## config.mk

```make
export PLATFORM = sky130hd
export DESIGN_NAME = decode_stage
export DESIGN_NICKNAME = d
export VERILOG_FILES = /design/src/rtl/decode_stage_pkg.sv /design/src/rtl/decode_comb.sv /design/src/rtl/decode_stage.sv
export SDC_FILE = /design/constraint.sdc
export NUM_CORES = 1
export LEC_CHECK = 0
export ABC_AREA = 1
export CAP_MARGIN = 20
export CORE_ASPECT_RATIO = 0.75
export CORE_UTILIZATION = 53
export CTS_BUF_LIST = sky130_fd_sc_hd__clkbuf_8 sky130_fd_sc_hd__clkbuf_16
export DETAILED_ROUTE_END_ITERATION = 8
export GPL_ROUTABILITY_DRIVEN = 0
export HOLD_SLACK_MARGIN = 0.08
export PLACE_DENSITY = 0.81
export SLEW_MARGIN = 20
export SYNTH_ARGS = -nofsm -noshare
export SYNTH_HDL_FRONTEND = slang
export SYNTH_SLANG_ARGS = --single-unit
```

## constraint.sdc

```tcl
create_clock -name clk -period 7.6 [get_ports clk]
set_input_delay 1.52 -clock clk [delete_from_list [all_inputs] [get_ports clk]]
set_output_delay 1.52 -clock clk [all_outputs]
set_load 0.1 [all_outputs]
```

## src/rtl/decode_stage_pkg.sv

```systemverilog
// Shared RV32I opcode constants, decoded-bundle field widths and control-flag layout
// used by the decode queue and its combinational decoder.
package decode_stage_pkg;

  localparam int INSTR_W  = 32;
  localparam int REG_W    = 5;
  localparam int FUNCT3_W = 3;
  localparam int CTRL_W   = 8;

  typedef enum logic [6:0] {
    OPC_LOAD     = 7'b0000011,
    OPC_MISC_MEM = 7'b0001111,
    OPC_OP_IMM   = 7'b0010011,
    OPC_AUIPC    = 7'b0010111,
    OPC_STORE    = 7'b0100011,
    OPC_OP       = 7'b0110011,
    OPC_LUI      = 7'b0110111,
    OPC_BRANCH   = 7'b1100011,
    OPC_JALR     = 7'b1100111,
    OPC_JAL      = 7'b1101111,
    OPC_SYSTEM   = 7'b1110011
  } opcode_e;

  typedef enum logic [2:0] {FMT_I, FMT_S, FMT_B, FMT_U, FMT_J} imm_fmt_e;

  typedef struct packed {
    logic mux2;
    logic mux3;
    logic load;
    logic store;
    logic branch;
    logic jump;
    logic reg_write;
    logic illegal;
  } ctrl_t;

endpackage

```

## src/rtl/decode_comb.sv

```systemverilog
// Pure combinational RV32I decode: register fields, format-assembled immediate
// sign-extended to XLEN, and ALU-source / class control flags.
module decode_comb
  import decode_stage_pkg::*;
#(
  parameter int XLEN = 32
) (
  input  logic [INSTR_W-1:0]  instr_i,
  output logic [REG_W-1:0]    rd_o,
  output logic [REG_W-1:0]    rs1_o,
  output logic [REG_W-1:0]    rs2_o,
  output logic [FUNCT3_W-1:0] funct3_o,
  output logic                opleft_o,
  output logic [XLEN-1:0]     imm_o,
  output logic [CTRL_W-1:0]   ctrl_o
);

  function automatic logic signed [31:0] imm32(input logic [31:0] w, input imm_fmt_e fmt);
    case (fmt)
      FMT_S:   return {{20{w[31]}}, w[31:25], w[11:7]};
      FMT_B:   return {{19{w[31]}}, w[31], w[7], w[30:25], w[11:8], 1'b0};
      FMT_U:   return {w[31:12], 12'b0};
      FMT_J:   return {{11{w[31]}}, w[31], w[19:12], w[20], w[30:21], 1'b0};
      default: return {{20{w[31]}}, w[31:20]};
    endcase
  endfunction

  ctrl_t    ctrl;
  imm_fmt_e fmt;
  logic signed [31:0] imm_s;

  assign rd_o     = instr_i[11:7];
  assign rs1_o    = instr_i[19:15];
  assign rs2_o    = instr_i[24:20];
  assign funct3_o = instr_i[14:12];
  assign opleft_o = instr_i[30];

  // Address-forming classes use rs1+imm; JAL/AUIPC use PC+imm; branches compare rs1/rs2.
  always_comb begin
    ctrl = '0;
    fmt  = FMT_I;
    case (instr_i[6:0])
      OPC_OP_IMM: begin ctrl.mux2 = 1'b1; ctrl.mux3 = 1'b1; ctrl.reg_write = 1'b1; end
      OPC_OP:     begin ctrl.mux2 = 1'b1; ctrl.reg_write = 1'b1; end
      OPC_LUI:    begin ctrl.mux2 = 1'b1; ctrl.mux3 = 1'b1; ctrl.reg_write = 1'b1; fmt = FMT_U; end
      OPC_AUIPC:  begin ctrl.mux3 = 1'b1; ctrl.reg_write = 1'b1; fmt = FMT_U; end
      OPC_JAL:    begin ctrl.mux3 = 1'b1; ctrl.jump = 1'b1; ctrl.reg_write = 1'b1; fmt = FMT_J; end
      OPC_JALR:   begin
        ctrl.mux2 = 1'b1; ctrl.mux3 = 1'b1; ctrl.jump = 1'b1; ctrl.reg_write = 1'b1;
      end
      OPC_BRANCH: begin ctrl.mux2 = 1'b1; ctrl.branch = 1'b1; fmt = FMT_B; end
      OPC_LOAD:   begin ctrl.mux2 = 1'b1; ctrl.mux3 = 1'b1; ctrl.load = 1'b1; ctrl.reg_write = 1'b1; end
      OPC_STORE:  begin ctrl.mux2 = 1'b1; ctrl.mux3 = 1'b1; ctrl.store = 1'b1; fmt = FMT_S; end
      OPC_MISC_MEM: ;
      default:    ctrl.illegal = 1'b1;
    endcase
  end

  assign imm_s  = imm32(instr_i, fmt);
  assign imm_o  = XLEN'(imm_s);
  assign ctrl_o = ctrl;

endmodule

```

## src/rtl/decode_stage.sv

```systemverilog
// Decode stage: QDEPTH-entry instruction queue feeding a registered decoded bundle
// with valid/ready handshakes on both sides and a priority flush.
module decode_stage
  import decode_stage_pkg::*;
#(
  parameter int XLEN   = 32,
  parameter int QDEPTH = 4
) (
  input  logic                clk,
  input  logic                rst,
  input  logic                flush,
  input  logic                in_valid,
  output logic                in_ready,
  input  logic [INSTR_W-1:0]  in_instr,
  input  logic [XLEN-1:0]     in_pc,
  output logic                out_valid,
  input  logic                out_ready,
  output logic [XLEN-1:0]     out_pc,
  output logic [REG_W-1:0]    rd,
  output logic [REG_W-1:0]    rs1,
  output logic [REG_W-1:0]    rs2,
  output logic [FUNCT3_W-1:0] opCode,
  output logic                opleft,
  output logic [XLEN-1:0]     imm,
  output logic                mux2,
  output logic                mux3,
  output logic                load,
  output logic                store,
  output logic                branch,
  output logic                jump,
  output logic                reg_write,
  output logic                illegal
);

  localparam int AW    = $clog2(QDEPTH);
  localparam int CNT_W = AW + 1;

  logic [INSTR_W-1:0] instr_mem_q [QDEPTH];
  logic [XLEN-1:0]    pc_mem_q    [QDEPTH];
  logic [AW-1:0]      wr_ptr_q, rd_ptr_q;
  logic [CNT_W-1:0]   count_q, count_d;
  logic               enq, deq;

  logic                out_valid_q;
  logic [XLEN-1:0]     out_pc_q, imm_q;
  logic [REG_W-1:0]    rd_q, rs1_q, rs2_q;
  logic [FUNCT3_W-1:0] funct3_q;
  logic                opleft_q;
  ctrl_t               ctrl_q;

  logic [REG_W-1:0]    dec_rd, dec_rs1, dec_rs2;
  logic [FUNCT3_W-1:0] dec_funct3;
  logic                dec_opleft;
  logic [XLEN-1:0]     dec_imm;
  logic [CTRL_W-1:0]   dec_ctrl;

  assign in_ready = (count_q != CNT_W'(QDEPTH));
  assign enq      = in_valid && in_ready;
  assign deq      = (count_q != '0) && (!out_valid_q || out_ready);

  always_comb begin
    count_d = count_q;
    case ({enq, deq})
      2'b10:   count_d = count_q + CNT_W'(1);
      2'b01:   count_d = count_q - CNT_W'(1);
      default: count_d = count_q;
    endcase
  end

  // Queue storage carries no reset; only occupancy and pointers define its contents.
  always_ff @(posedge clk) begin
    if (enq && !flush && !rst) begin
      instr_mem_q[wr_ptr_q] <= in_instr;
      pc_mem_q[wr_ptr_q]    <= in_pc;
    end
  end

  decode_comb #(.XLEN(XLEN)) u_decode_comb (
    .instr_i  (instr_mem_q[rd_ptr_q]),
    .rd_o     (dec_rd),
    .rs1_o    (dec_rs1),
    .rs2_o    (dec_rs2),
    .funct3_o (dec_funct3),
    .opleft_o (dec_opleft),
    .imm_o    (dec_imm),
    .ctrl_o   (dec_ctrl)
  );

  always_ff @(posedge clk) begin
    if (rst) begin
      wr_ptr_q    <= '0;
      rd_ptr_q    <= '0;
      count_q     <= '0;
      out_valid_q <= 1'b0;
      out_pc_q    <= '0;
      imm_q       <= '0;
      rd_q        <= '0;
      rs1_q       <= '0;
      rs2_q       <= '0;
      funct3_q    <= '0;
      opleft_q    <= 1'b0;
      ctrl_q      <= '0;
    end else if (flush) begin
      wr_ptr_q    <= '0;
      rd_ptr_q    <= '0;
      count_q     <= '0;
      out_valid_q <= 1'b0;
    end else begin
      count_q <= count_d;
      if (enq) wr_ptr_q <= wr_ptr_q + AW'(1);
      if (deq) begin
        rd_ptr_q    <= rd_ptr_q + AW'(1);
        out_valid_q <= 1'b1;
        out_pc_q    <= pc_mem_q[rd_ptr_q];
        imm_q       <= dec_imm;
        rd_q        <= dec_rd;
        rs1_q       <= dec_rs1;
        rs2_q       <= dec_rs2;
        funct3_q    <= dec_funct3;
        opleft_q    <= dec_opleft;
        ctrl_q      <= ctrl_t'(dec_ctrl);
      end else if (out_ready) begin
        out_valid_q <= 1'b0;
      end
    end
  end

  assign out_valid = out_valid_q;
  assign out_pc    = out_pc_q;
  assign imm       = imm_q;
  assign rd        = rd_q;
  assign rs1       = rs1_q;
  assign rs2       = rs2_q;
  assign opCode    = funct3_q;
  assign opleft    = opleft_q;
  assign mux2      = ctrl_q.mux2;
  assign mux3      = ctrl_q.mux3;
  assign load      = ctrl_q.load;
  assign store     = ctrl_q.store;
  assign branch    = ctrl_q.branch;
  assign jump      = ctrl_q.jump;
  assign reg_write = ctrl_q.reg_write;
  assign illegal   = ctrl_q.illegal;

endmodule

```

### After elaboration in Yosys (flattened, before gate mapping)

Memory sizes are Yosys's and may differ from the RTL's. A register that Yosys moved wholly into a read port is not among the register bits.
Index checks and enable logic that the tools add are counted.

| word-level totals | value |
|---|---|
| register bits after elaboration | 67 |
| bits in writable memories | 256 |
| bits of input ports | 69 |
| output and inout bits | 93 |
| word-level logic and storage cells | 78 |
| memories | 2 |

| operators by class | value |
|---|---|
| add/subtract/negate cells | 4 |
| equality and inequality tests | 17 |
| multiplexer cells | 17 |
| bitwise operators | 1 |
| reduce and logical (&&, ||, !) cells | 19 |

Memories:

| name | words | bits a word | rd ports | clocked after Yosys merged registers in | wr ports | RTL line | source |
|---|---|---|---|---|---|---|---|
| instr_mem_q | 4 | 32 | 1 | 1 | 1 | decode_stage.sv:38 | `logic [INSTR_W-1:0] instr_mem_q [QDEPTH];` |
| pc_mem_q | 4 | 32 | 1 | 1 | 1 | decode_stage.sv:39 | `logic [XLEN-1:0] pc_mem_q [QDEPTH];` |

Operator list:

| cell | count |
|---|---|
| $pmux 31 s4 | 1 |
| $eq 7x6->1 const B | 3 |
| $eq 7x7->1 const B | 3 |
| $reduce_or 7->1 | 3 |
| $eq 7x5->1 const B | 2 |
| $mux 1 | 12 |
| $pmux 3 s4 | 1 |
| $reduce_or 10->1 | 1 |
| $eq 7x2->1 const B | 1 |
| $eq 7x4->1 const B | 1 |
| $eq 3x2->1 const B | 2 |
| $pmux 3 s2 | 1 |
| $reduce_or 2->1 | 3 |
| $add 2x1->2 const B | 2 |
| $logic_and 1x1->1 | 4 |
| $mux 2 | 2 |
| $reduce_bool 2->1 | 2 |
| $add 3x1->3 const B | 1 |
| $eq 3x1->1 const B | 1 |
| $eq 3x3->1 const B | 1 |
| $logic_not 1->1 | 3 |
| $ne 3x3->1 const B | 1 |
| $reduce_bool 3->1 | 1 |
| $sub 3x1->3 const B | 1 |
| 5 further kinds | 5 |

### Longest topological paths before layout

Gate-level depths: netlist of the first run.

| depth | value |
|---|---|
| depth after elaboration | 6 |
| depth in mapped cells | 16 |
| gate-level depth less buffers | 13 |

### Cells and area by module

From an unflattened synthesis of the first run, not the netlist that was laid out.

| second synthesis, totals | value |
|---|---|
| cells, all modules | 1604 |
| area total of the unflattened synthesis | 15092.0 µm² |

Modules (own cells, without submodules):

| module | instances | cells each | area each (µm²) | seq. area each (µm²) |
|---|---|---|---|---|
| decode_stage | 1 | 1463 | 14316.2 | 9709.3 |
| decode_comb | 1 | 141 | 775.7 | 0.0 |

### Worst setup path after synthesis of the first run

Ideal clock, no wire load.

| timing path | value |
|---|---|
| kind | in2reg |
| from | input flush |
| to | memory instr_mem_q[0][0] (enable) |
| setup time | 0.487 ns |
| arrival time | 4.736 ns |
| setup slack | 2.377 ns |
| stages | 3 |
| cell sequence | nor2_1 > nand3_1 > nor2_1 |

| between the ends | value |
|---|---|
| word-level cells in the longest chain between the ends | 5 |

Ends and longest elaborated chain:

| item | RTL line | source |
|---|---|---|
| start: declaration | decode_stage.sv:11 | `input logic flush,` |
| $logic_not 1->1 | decode_stage.sv:72 | `if (enq && !flush && !rst) begin` |
| $logic_and 1x1->1 (2 in series) | decode_stage.sv:72 |  |
| $mux 1 | decode_stage.sv:72 |  |
| $mux 1 (implied by the code) | decode_stage.sv:73 | `instr_mem_q[wr_ptr_q] <= in_instr;` |
| end: declaration | decode_stage.sv:38 |  |

No other way between the ends.

### Worst setup path after layout of the first run

| timing path | value |
|---|---|
| from | input rst |
| to | memory instr_mem_q[1][28] (enable) |

| between the ends | value |
|---|---|
| word-level cells in the longest chain between the ends | 4 |

Ends and longest elaborated chain:

| item | RTL line | source |
|---|---|---|
| start: declaration | decode_stage.sv:10 | `input logic rst,` |
| $logic_not 1->1 | decode_stage.sv:72 |  |
| $logic_and 1x1->1 | decode_stage.sv:72 |  |
| $mux 1 | decode_stage.sv:72 |  |
| $mux 1 (implied by the code) | decode_stage.sv:73 |  |

No other way between the ends.

==> results of run 1 <==
through the flow:
step,cell area (um^2),total power [mW],hold WS (ns),utilization (%),cells
6_report,16840,5.086,0.4687,66.78,1701
5_1_grt,16830,5.237,0.4966,66.77,1700
4_1_cts,16830,5.101,0.4739,66.77,1700
3_5_place_dp,15610,3.274,0.4609,61.90,1637
3_3_place_gp,15610,3.261,0.4555,61.90,1637
2_1_floorplan,13750,3.004,0.4357,-,1194
power groups by stage:
| stage | clock [mW] | combinational [mW] | sequential, mW |
|---|---|---|---|
| floorplan | 0 | 0.270 | 2.73 |
| global placement | 0 | 1.00 | 2.26 |
| detailed placement | 0 | 1.02 | 2.26 |
| CTS | 1.86 | 1.02 | 2.22 |
| global route | 1.93 | 1.08 | 2.23 |
| finish | 1.84 | 1.03 | 2.22 |
cell type report:
class	instances	share of cell area, %
Tap cell	338	2.512
Clock inverter	24	1.769
Antenna cell	1	0.01486
Inverter	53	1.219
Sequential cell	357	57.68
Multi-Input combinational cell	714	21.08
Clock buffer	39	5.529
Timing Repair Buffer	175	10.20
registers in the layout (all words and copies together) (netlist names), named ones only:
signal / flops
instr_mem_q: 128
pc_mem_q: 128
imm: 32
out_pc: 32
rd: 5
rs1: 5
rs2: 5
count_q: 3
opCode: 3
rd_ptr_q: 2
wr_ptr_q: 2
branch: 1
illegal: 1
jump: 1
load: 1
mux2: 1
mux3: 1
opleft: 1
out_valid: 1
reg_write: 1
store: 1
placed cells by master, fill, tap and decap left out, drive strengths merged:
cell,n
o21ai,174
buf,14
diode,1
o22ai,55
clkbuf,39
nand2,125
bufinv,7
clkinvlp,1
nand3b,1
clkdlybuf4s50,161
inv,60
edfxtp,256
a32oi,2
o21a,21
dfxtp,101
ha,5
and2,4
clkinv,9
a21oi,46
nand4,7
nand3,50
fa,1
a31oi,4
nor2,219
routing by layer:
layer	GRT usage, %	vias to the layer above	share of wire [%]	wire length [um]
met5	0	-	0	0
met4	9.029	0	2.6	841
met3	4.749	78	7.9	2592
met2	37.66	433	45	14860
met1	35.80	4669	44	14380
li1	-	4493	-	-
tightest hold or removal path, cell delays in order (launching register included):
cell and delay (ns):
dfxtp_1 0.31, nand2_1 0.06, a21oi_1 0.05
cell families (layout without fill, tap and decap cells):
| family | Yosys count | in the layout | share of synthesized area, % |
|---|---|---|---|
| buffers and inverters | 123 | 291 | 3.848 |
| other | 0 | 1 | 0 |
| adder cells (fa/ha/maj) | 6 | 6 | 0.6004 |
| AND/OR/NAND/NOR | 406 | 406 | 12.65 |
| AO/OA/AOI/OAI | 302 | 302 | 12.31 |
| flip-flops | 357 | 357 | 70.60 |
worst min path at each step:
stage,slack [ns],from,to,cells after the start
5_1_grt,0.50,rd[0]$_SDFFE_PP0P_,rd[0]$_SDFFE_PP0P_,2
4_1_cts,0.47,count_q[2]$_SDFFE_PP0P_,count_q[2]$_SDFFE_PP0P_,1
3_5_place_dp,0.46,count_q[2]$_SDFFE_PP0P_,count_q[2]$_SDFFE_PP0P_,1
2_1_floorplan,0.44,count_q[2]$_SDFFE_PP0P_,count_q[2]$_SDFFE_PP0P_,1
3_3_place_gp,0.46,count_q[2]$_SDFFE_PP0P_,count_q[2]$_SDFFE_PP0P_,1
6_report,0.47,rd[0]$_SDFFE_PP0P_,rd[0]$_SDFFE_PP0P_,2
==> impl_metrics.json, run 1 <==
{
  "status": "finished clean",
  "cap_violations": 0,
  "power_density_nw_per_um2": 302.1,
  "vdd_drop_max_mv": 0.2317,
  "cts_buffer_depth": 3,
  "synth.top_cells.by_count": "edfxtp_1 (256), nor2_1 (214), o21ai_0 (168)",
  "area_growth_pct": 22.43,
  "grt_use_total_pct": 24.80,
  "p_seq_share_pct": 43.6,
  "r2r_cells": 13,
  "slowest_stage": "clkdlybuf4s50_1",
  "clkLatencyLatePin_ns": 0.53,
  "critPathRequiredTime_ns": 7.74,
  "internal_power_mw": 3.531,
  "dr.pass1.iters": 5,
  "antenna_found_initial": 0,
  "grt_pass1_vias": 9278,
  "pre_cts_ws_ns": 2.415,
  "cp-startpoint": "rst",
  "worst-path-buf-inv": 2,
  "cts_buffers": 35,
  "p_comb_share_pct": 20.2,
  "multi_input_area_um2": 3550,
  "yosysTopAreaCellShare_pct": 55.90,
  "slew_headroom_pct": 27.91,
  "p_switching_mw": 1.555,
  "ys_ff_latch": 357,
  "cp_max_fo": 41,
  "setup_tns_ns": 0,
  "critPathCapture": "instr_mem_q[1][28]$_DFFE_PP_",
  "r2r_setup_slack_ns": 3.96,
  "crit_path_cell_trace": "clkdlybuf4s50_1 -> nor2_1 -> nand3_1 -> nor2_4 -> buf_4",
  "start_kind": "primary input",
  "synth_area_leaders": "edfxtp_1 (56%), dfxtp_1 (15%), o21ai_0 (6.1%)",
  "crit_path_end_kind": "flip-flop",
  "max_freq_ghz": 0.2151,
  "worstPathArrival_ns": 4.79,
  "setup_viol": 0,
  "dieArea_um2": 26600,
  "critPathKind": "primary input to flip-flop",
  "clock-sinks": 357,
  "p_clk_share_pct": 36.2,
  "yosys.area.top_type": "edfxtp_1",
  "drcViolationCount": 0,
  "cts-root-buf": "clkbuf_16",
  "switching_share_pct": 30.58,
  "nets": 1411,
  "finalCriticalPeriod_ns": 4.648,
  "grt_overflow": 0,
  "leakage_nw": 6.040,
  "die_w_um": 188.0,
  "port-buffer-count": 161,
  "via_count": 9673,
  "viasPerCell": 5.687,
  "setup_slack_ns": 2.952,
  "dpl.hpwl_um": 19730,
  "async_flop_share_pct": 0,
  "htree_num_levels": 2,
  "synth_most_common_cell": "edfxtp_1",
  "path_clk_slew_ns": 0.06,
  "holdBufCountCts": 0,
  "clock-skew-final_ns": 0.02101,
  "syn_nets": 1269,
  "min_period_over_period_pct": 61.16,
  "netlist_area_um2": 13750,
  "post-cts-setup-buffer-count": 0,
  "min_path_type": "flip-flop to flip-flop",
  "fill_cells": 1739,
  "rows": 50,
  "rr_endpoint": "imm[26]$_SDFFE_PP0P_",
  "post_synth.cell_area_avg_um2": 11.52,
  "critical_path.max_stage_delay_ns": 0.84,
  "ys.flop_type": "edfxtp_1",
  "die_h_um": 141.5,
  "yosys_warnings": 0,
  "hold_viol": 0,
  "ioPinCount": 162,
  "drive_gt1_share_pct": 8.517,
  "routed_wirelength_um": 32670,
  "synth_edf_count": 256,
  "worst-path-stages": 5,
  "post_cts_resized": 0,
  "ant_nets": 0,
  "worst_slew_pin_slew_ns": 1.080,
  "final-max-slew-violation-count": 0,
  "cp_top_family": "simple AND/OR/NAND/NOR gates",
  "grt_pass1_wl_um": 51040,
  "ys_types": 36,
  "post_drt_wl_per_cell_um": 19.20,
  "synth-seq-area-share_pct": 70.60,
  "tritoncts": "yes",
  "initial_core_util_pct": 54.55,
  "rsz0062_at_grt": "no",
  "drt_iter0_drc": 1077,
  "grt_max_degree": 80,
  "netlist_instances": 1194,
  "regArea_um2": 9712,
  "core_area_um2": 25210
}
(Power assumes the default switching activity.)
==> run 2, diff against run 1 <==
Settings changed: CORE_UTILIZATION 53 to 50, PLACE_DENSITY 0.81 to 0.8.
Clock period 7.6 ns to 4.05 ns, I/O delays scaled along.
==> run 2 against run 1 <==
Effect of this change:
- the run now ends with DRC left
- largest power group unchanged
- sequential power rose by 88%
- worst hold slack improved by 0.0043 ns
- utilization decreased by 4.9 points
- non-clock buffer count up 7
- flip-flop and latch count stayed put
- clock skew is 0.0037 ns lower
- register-to-register slack got worse by 2.9 ns
- global-route usage is 1.7 points lower
- design area decreased by 0.69%
- first-iteration DRC count down 8.7%
- die area increased by 5.9%
- routed wire length is 0.11% higher
==> impl_metrics.json, run 2 (synthesized netlist as in run 1, its figures left out) <==
{
  "worst_slew_pin_slew_ns": 1.071,
  "ioPinCount": 162,
  "wl_met1_um": 14660,
  "dpl.hpwl_um": 20080,
  "min_period_over_period_pct": 75.01,
  "min_path_type": "flip-flop to flip-flop",
  "cts_buffers": 35,
  "drive_gt1_share_pct": 8.193,
  "finalCriticalPeriod_ns": 3.038,
  "r2r_setup_slack_ns": 1.05,
  "grt_pass1_wl_um": 50830,
  "initial_core_util_pct": 50.94,
  "top_layer_used": "met5",
  "holdBufCountCts": 0,
  "mostFrequentLayoutCells": "edfxtp_1 (256), nor2_1 (210), o21ai_0 (168)",
  "ant_nets": 0,
  "critPathKind": "flip-flop to output port",
  "worstHoldStart": "rd[0]$_SDFFE_PP0P_",
  "rsz0062_at_grt": "no",
  "die_h_um": 145.6,
  "critPathRequiredTime_ns": 3.24,
  "grt_max_degree": 105,
  "rows": 52,
  "max_freq_ghz": 0.3292,
  "drcViolationCount": 12,
  "hold_viol": 0,
  "nets": 1418,
  "dr.pass1.iters": 7,
  "clock-sinks": 357,
  "leakage_nw": 6.006,
  "post_drt_wl_per_cell_um": 19.01,
  "post-cts-setup-buffer-count": 0,
  "post_cts_resized": 0,
  "vdd_drop_max_mv": 0.2548,
  "tritoncts": "yes",
  "cts_buffer_depth": 3,
  "htree_num_levels": 2,
  "viasPerCell": 5.587,
  "worstPathArrival_ns": 2.23,
  "port-buffer-count": 161,
  "crit_path_end_kind": "output port",
  "grt_pass1_vias": 9249,
  "place_inst": 1657,
  "grt_use_total_pct": 23.14,
  "r2r_cells": 12,
  "power_density_nw_per_um2": 539.4,
  "final_cells": 1720,
  "routed_wirelength_um": 32700,
  "multi_input_area_um2": 3550,
  "antenna_found_initial": 2,
  "core_area_um2": 27000,
  "grt_overflow": 0,
  "slew_headroom_pct": 28.59,
  "setup_viol": 0,
  "cap_violations": 0,
  "status": "finished with violations",
  "rr_endpoint": "imm[19]$_SDFFE_PP0P_",
  "cp_max_fo": 3,
  "start_kind": "flip-flop",
  "area_growth_pct": 21.58,
  "failed_checks": "DRC",
  "dieArea_um2": 28180,
  "setup_tns_ns": 0,
  "path_clk_slew_ns": 0.06,
  "wl_met2_um": 14690,
  "drt_iter0_drc": 983,
  "reg_top3": "instr_mem_q x128, pc_mem_q x128",
  "final-max-slew-violation-count": 0,
  "hold_end": "rd[0]$_SDFFE_PP0P_",
  "clock-skew-final_ns": 0.01729,
  "wl_met3_um": 2604,
  "via_count": 9609,
  "fill_cells": 2055,
  "cts-root-buf": "clkbuf_16",
  "final_common_cell": "edfxtp_1",
  "clkLatencyLatePin_ns": 0.51,
  "regArea_um2": 9712,
  "min_path_cells": 2,
  "die_w_um": 193.5
}
==> run 2: changes by cell type in the layout (fill, tap and decap cells not counted), sizes merged <==
cell	delta
clkbuf	-1
bufinv	-7
clkinv	-2
diode	+1
inv	+8
buf	+7
==> run 2: stage by stage <==
step	hold WS, ns	util (%)	power [mW]	setup WS [ns]	area (um^2)
3_5_place_dp	0.4685	58.10	6.153	0.8867	15690
5_1_grt	0.5038	61.91	9.318	0.7953	16720
6_report	0.4730	61.93	9.019	1.012	16720
3_3_place_gp	0.4525	58.10	6.122	1.048	15690
2_1_floorplan	0.4357	-	5.638	-0.6392	13750
4_1_cts	0.4781	61.91	9.066	0.9802	16720
==> run 2: worst max-delay path: stages, from the launching register on <==
cell and delay, ns:
dfxtp_1 0.32, inv_1 0.08, nand3_1 0.15, clkdlybuf4s50_1 1.18
==> run 2: cell type report <==
cell class / instances / area share (%)
clock buffer: 38 / 5.485
timing repair buffer: 182 / 10.66
antenna: 2 / 0.02993
tap: 351 / 2.626
multi-input combinational: 714 / 21.23
clock inverter: 23 / 0.6735
inverter: 53 / 1.220
sequential: 357 / 58.08
==> run 2: worst max-delay path by stage <==
| stage | cells past startpoint | slack (ns) | to | from |
|---|---|---|---|---|
| floorplan | 4 | -0.64 | instr_mem_q[0][0]$_DFFE_PP_ | count_q[1]$_SDFFE_PP0P_ |
| global placement | 9 | 1.05 | imm[17]$_SDFFE_PP0P_ | out_ready |
| detailed placement | 8 | 0.89 | illegal$_SDFFE_PP0P_ | out_ready |
| CTS | 3 | 0.98 | in_ready | count_q[1]$_SDFFE_PP0P_ |
| global route | 12 | 0.80 | imm[19]$_SDFFE_PP0P_ | flip-flop |
| finish | 3 | 1.01 | in_ready | count_q[1]$_SDFFE_PP0P_ |
==> run 2: routing by layer <==
layer	GRT usage, %	vias to the layer above
met5	0	-
met4	7.320	2
met2	34.51	379
li1	-	4502
met3	4.195	59
met1	34.50	4667
==> run 2: power breakdown <==
part | leakage (nW) | switching (mW) | internal, mW
logic | 2.32 | 1.47 | 0.449
clock network | 0.554 | 1.30 | 1.63
registers | 3.14 | 0.0866 | 4.08
==> run 3, diff against run 2 <==
Settings changed: CORE_UTILIZATION 50 to 53, PLACE_DENSITY 0.8 to 0.81.
Clock period 4.05 ns to 3.05 ns, I/O delays scaled along.
==> run 3 against run 2 <==
Effect of this change:
- the flow now finishes without violations
- non-clock buffer count is 2 higher
- flip-flop and latch count stayed put
- sequential power is 33% higher
- critical path depth is 2 higher
- first-iteration DRC count is 0.51% lower
- worst hold slack better by 0.0056 ns
- total power is 35% higher
- routed wire length is 1.5% lower
- setup slack worse by 0.33 ns
- critical endpoint is now imm[4]$_SDFFE_PP0P_
- largest power group unchanged
- highest routed layer unchanged
==> impl_metrics.json, run 3 (synthesized netlist as in run 1, its figures left out) <==
{
  "whs_ns": 0.4786,
  "core_area_um2": 25210,
  "rsz0062_at_grt": "no",
  "hold_viol": 0,
  "port-buffer-count": 161,
  "max_freq_ghz": 0.4219,
  "grt_pass1_wl_um": 49580,
  "dieArea_um2": 26600,
  "ant_nets": 0,
  "start_kind": "flip-flop",
  "min_path_type": "flip-flop to flip-flop",
  "final_common_cell": "edfxtp_1",
  "setup_viol": 0,
  "htree_num_levels": 2,
  "clock-sinks": 357,
  "dr.pass1.iters": 5,
  "cts_buffer_depth": 3,
  "clkLatencyLatePin_ns": 0.52,
  "area_growth_pct": 21.10,
  "die_w_um": 188.0,
  "rr_endpoint": "imm[4]$_SDFFE_PP0P_",
  "finalCriticalPeriod_ns": 2.370,
  "ioPinCount": 162,
  "r2r_setup_slack_ns": 0.68,
  "dpl.hpwl_um": 19340,
  "drt_iter0_drc": 978,
  "critPathKind": "flip-flop to flip-flop",
  "r2r_cells": 5,
  "min_path_cells": 2,
  "drcViolationCount": 0,
  "worst_slew_pin_slew_ns": 1.136,
  "crit_path_end_kind": "flip-flop",
  "path_clk_slew_ns": 0.06,
  "final-max-slew-violation-count": 0,
  "holdBufCountCts": 0,
  "viasPerCell": 5.656,
  "drive_gt1_share_pct": 15.77,
  "cts_buffers": 34,
  "die_h_um": 141.5,
  "grt_max_degree": 73,
  "p_total_mw": 12.19,
  "slew_headroom_pct": 24.22,
  "leakage_nw": 6.214,
  "tritoncts": "yes",
  "status": "finished clean",
  "routed_wirelength_um": 32220,
  "post_cts_resized": 0,
  "worstHoldStart": "imm[8]$_SDFFE_PP0P_",
  "critPathRequiredTime_ns": 3.47,
  "rows": 50,
  "reg_top3": "instr_mem_q x128, pc_mem_q x128",
  "power_density_nw_per_um2": 731.9,
  "cp_max_fo": 50,
  "worstPathArrival_ns": 2.79,
  "post_drt_wl_per_cell_um": 18.84,
  "vdd_drop_max_mv": 0.4443,
  "initial_core_util_pct": 54.55,
  "nets": 1419,
  "cts-root-buf": "clkbuf_16",
  "grt_overflow": 0,
  "post-cts-setup-buffer-count": 0,
  "clock-skew-final_ns": 0.02199,
  "via_count": 9672,
  "hold_end": "imm[8]$_SDFFE_PP0P_",
  "setup_tns_ns": 0,
  "grt_use_total_pct": 23.93,
  "grt_pass1_vias": 9215,
  "min_period_over_period_pct": 77.72,
  "cap_violations": 0,
  "mostFrequentLayoutCells": "edfxtp_1 (256), nor2_1 (210), o21ai_0 (168)",
  "antenna_found_initial": 4
}
## run 3: changes by cell type in the layout (fill, tap and decap cells not counted), sizes merged, moves of 3 or more
cell	delta
buf	+95
clkdlybuf4s50	-93
clkinv	+10
inv	-10
bufinv	+3
clkbuf	-3
## run 3: cell type report
class                   count  area, um^2
well taps                 338       422.9
clock inverters            27       229.0
flip-flops and latches    357        9712
inverters                  53       203.9
repair buffers            184        1652
multi-input cells         714        3555
diodes                      2       5.005
fillers                  1811        8557
clock buffers              35       875.8
## run 3: worst max-delay path, stage by stage (launching register included)
cell and delay (ns):
dfxtp_2 0.55, buf_4 0.50, o21ai_0 0.17, o22ai_1 0.62, nand4_1 0.18, a21oi_1 0.23
## run 3: layer usage
metal  vias up  GRT usage, %  share of wire, %  wire, um
met1      4691         34.25                44     14110
met2       403         37.21                46     14720
met4         4         6.804               1.9       626
met5         -             0             0.090        29
met3        59         4.972               8.5      2732
li1       4515             -                 -         -
## run 3: where the power goes
| group | internal (mW) | leakage, nW | switching (mW) |
|---|---|---|---|
| sequential | 5.41 | 3.14 | 0.124 |
| clock | 2.36 | 0.555 | 1.78 |
| combinational | 0.554 | 2.52 | 1.95 |
## run 3: worst max-delay path by stage
stage / cells past startpoint / endpoint
finish: 5 / imm[4]$_SDFFE_PP0P_
global route: 12 / imm[19]$_SDFFE_PP0P_
CTS: 5 / imm[4]$_SDFFE_PP0P_
detailed placement: 5 / pc_mem_q[1][17]$_DFFE_PP_
global placement: 5 / pc_mem_q[1][16]$_DFFE_PP_
floorplan: 4 / instr_mem_q[0][0]$_DFFE_PP_
## run 3: stage by stage
step           setup slack, ns  util (%)  std cells  area, um^2
3_3_place_gp            0.4082     61.66       1646       15540
5_1_grt                 0.4988     66.04       1708       16650
3_5_place_dp            0.3836     61.66       1646       15540
2_1_floorplan           0.3243         -       1194       13790
4_1_cts                 0.7146     66.04       1708       16650
6_report                0.6795     66.06       1710       16650
